### src/rtl/fetch_unit.sv
// fetch_unit: instruction fetch stage.
// Owns the fetch PC, issues word-aligned requests over a req/gnt interface,
// buffers in-order responses in a small circular queue and presents them to
// the datapath under valid/ready. A redirect flushes the queue and marks all
// responses still in flight as stale so they are dropped when they return.
module fetch_unit #(
    parameter int              XLEN     = 32,
    parameter logic [XLEN-1:0] RESET_PC = '0,
    parameter int              DEPTH    = 2
) (
    input  logic            clk,
    input  logic            reset,
    input  logic            redirect,
    input  logic [XLEN-1:0] redirect_pc,
    output logic            mem_req,
    output logic [XLEN-1:0] mem_addr,
    input  logic            mem_gnt,
    input  logic            mem_rvalid,
    input  logic [XLEN-1:0] mem_rdata,
    output logic            instr_valid,
    output logic [XLEN-1:0] instr,
    output logic [XLEN-1:0] instr_pc,
    input  logic            instr_ready
);

    // count/outstanding/discard each range over 0..DEPTH; their sum needs one more bit
    localparam int CW = $clog2(DEPTH + 1);
    localparam int SW = CW + 1;
    localparam int PW = (DEPTH > 1) ? $clog2(DEPTH) : 1;

    localparam logic [SW-1:0]   DEPTH_S  = SW'(DEPTH);
    localparam logic [PW-1:0]   LAST_PTR = PW'(DEPTH - 1);
    localparam logic [XLEN-1:0] WORD     = XLEN'(4);
    localparam logic [XLEN-1:0] ALIGN_M  = ~XLEN'(3);

    logic [XLEN-1:0] fetch_pc;
    logic [XLEN-1:0] head_pc;
    logic [CW-1:0]   count;
    logic [CW-1:0]   outstanding;
    logic [CW-1:0]   discard;
    logic [PW-1:0]   rd_ptr;
    logic [PW-1:0]   wr_ptr;
    logic [XLEN-1:0] q_data [DEPTH];

    logic [SW-1:0]   occupancy;
    logic [XLEN-1:0] redirect_base;
    logic            gnt_acc;
    logic            drop;
    logic            push;
    logic            pop;
    logic            head_valid;

    function automatic logic [PW-1:0] ptr_inc(input logic [PW-1:0] p);
        return (p == LAST_PTR) ? '0 : p + PW'(1);
    endfunction

    // Request only while every granted slot still has a queue entry reserved for it
    always_comb begin
        occupancy = {1'b0, count} + {1'b0, outstanding};
        mem_req   = !reset && !redirect && (occupancy < DEPTH_S);
    end

    assign mem_addr      = fetch_pc;
    assign redirect_base = redirect_pc & ALIGN_M;
    assign gnt_acc       = mem_req & mem_gnt;
    assign drop          = mem_rvalid && (discard != '0);
    assign push          = mem_rvalid && !drop && !redirect;
    assign head_valid    = (count != '0);
    assign instr_valid   = !reset && head_valid;
    assign pop           = instr_valid && instr_ready && !redirect;
    assign instr         = reset ? '0 : q_data[rd_ptr];
    assign instr_pc      = reset ? RESET_PC : head_pc;

    // PC, queue and in-flight bookkeeping; redirect overrides grant, push and pop
    always_ff @(posedge clk) begin
        if (reset) begin
            fetch_pc    <= RESET_PC;
            head_pc     <= RESET_PC;
            count       <= '0;
            outstanding <= '0;
            discard     <= '0;
            rd_ptr      <= '0;
            wr_ptr      <= '0;
            for (int i = 0; i < DEPTH; i++) begin
                q_data[i] <= '0;
            end
        end else if (redirect) begin
            fetch_pc    <= redirect_base;
            head_pc     <= redirect_base;
            count       <= '0;
            rd_ptr      <= '0;
            wr_ptr      <= '0;
            // everything still in flight after this edge is stale
            outstanding <= outstanding - CW'(mem_rvalid);
            discard     <= outstanding - CW'(mem_rvalid);
        end else begin
            if (gnt_acc) begin
                fetch_pc <= fetch_pc + WORD;
            end
            outstanding <= outstanding + CW'(gnt_acc) - CW'(mem_rvalid);
            if (drop) begin
                discard <= discard - CW'(1);
            end
            if (push) begin
                q_data[wr_ptr] <= mem_rdata;
                wr_ptr         <= ptr_inc(wr_ptr);
            end
            if (pop) begin
                rd_ptr  <= ptr_inc(rd_ptr);
                head_pc <= head_pc + WORD;
            end
            count <= count + CW'(push) - CW'(pop);
        end
    end

endmodule

### config.mk
export PLATFORM = sky130hd
export DESIGN_NAME = fetch_unit
export DESIGN_NICKNAME = d
export VERILOG_FILES = /design/src/rtl/fetch_unit.sv
export SDC_FILE = /design/constraint.sdc
export NUM_CORES = 1
export LEC_CHECK = 0
export ABC_AREA = 1
export CORE_ASPECT_RATIO = 0.75
export CORE_UTILIZATION = 45
export CTS_CLUSTER_SIZE = 40
export DETAILED_ROUTE_END_ITERATION = 7
export GPL_ROUTABILITY_DRIVEN = 1
export PLACE_DENSITY = 0.77
export SYNTH_ARGS = -nofsm -noshare
export SYNTH_HDL_FRONTEND = slang
export SYNTH_SLANG_ARGS = --single-unit
### constraint.sdc
create_clock -name clk -period 2.8 [get_ports clk]
set_input_delay 0.42 -clock clk [delete_from_list [all_inputs] [get_ports clk]]
set_output_delay 0.42 -clock clk [all_outputs]
set_load 0.05 [all_outputs]
==> metrics.txt <==
share of post-route cells with drive strength above 1 0.103; IO Port Bufs 161; antenna cells 0; Hold WS approximately 440 ps; vias 7829; Nets roughly 1300; clock skew 11.2 ps; RSZ-0062 raised after global routing false; post-synth top area share 0.249; worst-margin pin slew 551 ps; GRT Max-Usage Layer met2; minimum clock period about 2500 ps; hold crit path type in -> reg; Routed Antenna Nets 0; Final Cell Area 10400 um^2; CP Cell Sequence buf_4, o21ai_0, nor2_1, buf_12; first-pass GRT wire length 35800 um; drt drc 0; Max-slew headroom 0.631; Fill cells between 1000 and 1500; max-cap viol count 0; core area 16800 um^2; Cell Pwr Density a little over 500 nW/um^2; largest net degree at the start of global routing 42; drt initial violations 760; CTS root buf clkbuf_16; Multi-input gate area 3600 um^2; H-tree depth 4; setup_tns 0 ps; R2R Setup Slk around 480 ps; Clk pin slew, worst setup/hold paths approximately 60 ps; sequential fraction of the synthesis area 0.428; cell taking the most area after synthesis edfxtp_1; Layout area overhead 35.1%; Die X between 150 and 200 um; Lkg Pwr 4.30 nW; Max Root-Sink Buffers 2; Initial Util 0.460; Post-Syn Instances 1113; M1 GR Usage 0.366; final slew viol count 0; clock sinks 133; DR pass1 iterations 5; crit path max-delay cell type dfxtp_1; post-layout power 5.35 mW; final setup fails 0; Critical Path Sink Type output port; Synthesis Warnings 0; CTS tree done; M3 GR Usage 0.0761; fmax 408 MHz; Vias per Instance 5.23; CTS resizes 0; Routed WL around 23000 um; fin util 0.621; VDD IR-drop max ~0.42 mV; HPWL Detailed ~17000 um; Syn Std Cell Area 7710 um^2; CTS Hold Buffers Added 0; Storage cell area 3300 um^2; vias in the first global route around 7000; Cell variety after synth 40; FF+latch count, synth 133; DIE HEIGHT 115 um; initial antenna violation count 0; Arrival @ worst endpoint 2030 ps; Mean Syn Cell Area 6.93 um^2; routability cong. 0.918; Required @ worst endpoint about 2400 ps; num rows 41; max incr delay on CP 640 ps; post-placement cell area approximately 9900 um^2; Inserted Clock Buffers 17; critical-path maximum fanout 21; final hold violations 0; Avg WL per Cell between 15 and 20 um; buffers plus inverters on the worst setup path 2; main area contributors after synthesis edfxtp_1, dfxtp_1, nor2_1, nand2_1, inv_1; total track usage 0.264; WS Path Type reg -> out; Final period util 0.875; GR met2 Demand/Resource 0.396; IO Pins 168; Clk Latency, worst-skew pair 440 ps; Die ar. ~18000 um^2; CP startpoint kind flop; run status finished clean; Post-CTS Setup Inserts 0; Top delay family on crit path flip-flops; total grt overflow 0
==> synth_stat cells (all sizes together) <==
cell type  instances
and2               1
clkbuf            20
or2                3
a31oi             15
xnor2              2
and3               1
o211ai             2
o21bai             2
buf               25
clkinv             1
nor3               4
fa                 1
o31ai              2
edfxtp            64
nand3             61
a21oi             60
inv              156
conb               1
nand4              9
nand3b             1
o22ai              1
nor3b              1
ha                 8
nor2             264
o21ai             82
xor2               9
dfxtp             69
nand2            248
==> final timing paths <==
kind                                from             end  depth (start not counted)
worst max-delay path                flop       instr[25]                          4
worst min register to register    rd_ptr          rd_ptr                          2
worst min-delay path               reset     head_pc[16]                          2
worst max register to register  count[0]  outstanding[1]                         12
==> layout by cell type (no fill, tap or decap), drive strengths merged <==
cell type,Yosys,layout
o21ai,82,82
o31ai,2,2
nor3,4,4
a21oi,60,60
clkbuf,20,17
buf,25,51
dfxtp,69,69
nand2,248,248
edfxtp,64,64
nor2,264,264
and3,1,1
nor3b,1,1
o22ai,1,1
nand4,9,9
fa,1,1
a31oi,15,15
clkinv,1,5
ha,8,8
clkinvlp,0,3
xnor2,2,2
nand3,61,61
inv,156,164
o21bai,2,2
and2,1,1
xor2,9,9
o211ai,2,2
nand3b,1,1
clkdlybuf4s50,0,127
conb,1,4
or2,3,3
==> routing by layer <==
layer  part of all wire  up-vias
met1               0.45     3591
li1                   -     3833
met5                  0        -
met3              0.099       30
met2               0.43      375
met4              0.014        0
==> state kept, by name, indices dropped and copies added, names as in the netlist, named ones only <==
name         count
mem_addr        30
rd_ptr           1
discard          2
count            2
q_data          64
head_pc         30
wr_ptr           1
outstanding      2
==> where the power goes <==
part	switching, mW	internal, mW	leakage (nW)
clock network	0.967	1.17	0.267
registers	0.0932	2.15	1.23
logic	0.604	0.370	2.80
==> metrics by stage <==
step	cells	setup slack, ps
after CTS	1496	341
after global routing	1496	265
after detailed placement	1464	351
after floorplan	1116	387
after global placement	1464	366
final	1496	349
==> logic make-up after synthesis <==
group / synth area share
adders and majority gates: 0.0156
and+or+nand+nor: 0.325
other: 0.000486
DFF: 0.428
AOI/OAI and AO/OA: 0.113
xor gates and xnor gates: 0.0125
buffers and inverters: 0.106
==> final cells by class <==
| cell class | instances | share of cell area |
|---|---|---|
| multi-input combinational | 781 | 0.346 |
| timing repair buffer | 178 | 0.201 |
| clock inverter | 15 | 0.0132 |
| clock buffer | 17 | 0.0408 |
| tap | 215 | 0.0258 |
| sequential | 133 | 0.317 |
| inverter | 157 | 0.0566 |
No activity file was read; power rests on OpenSTA's default activity.
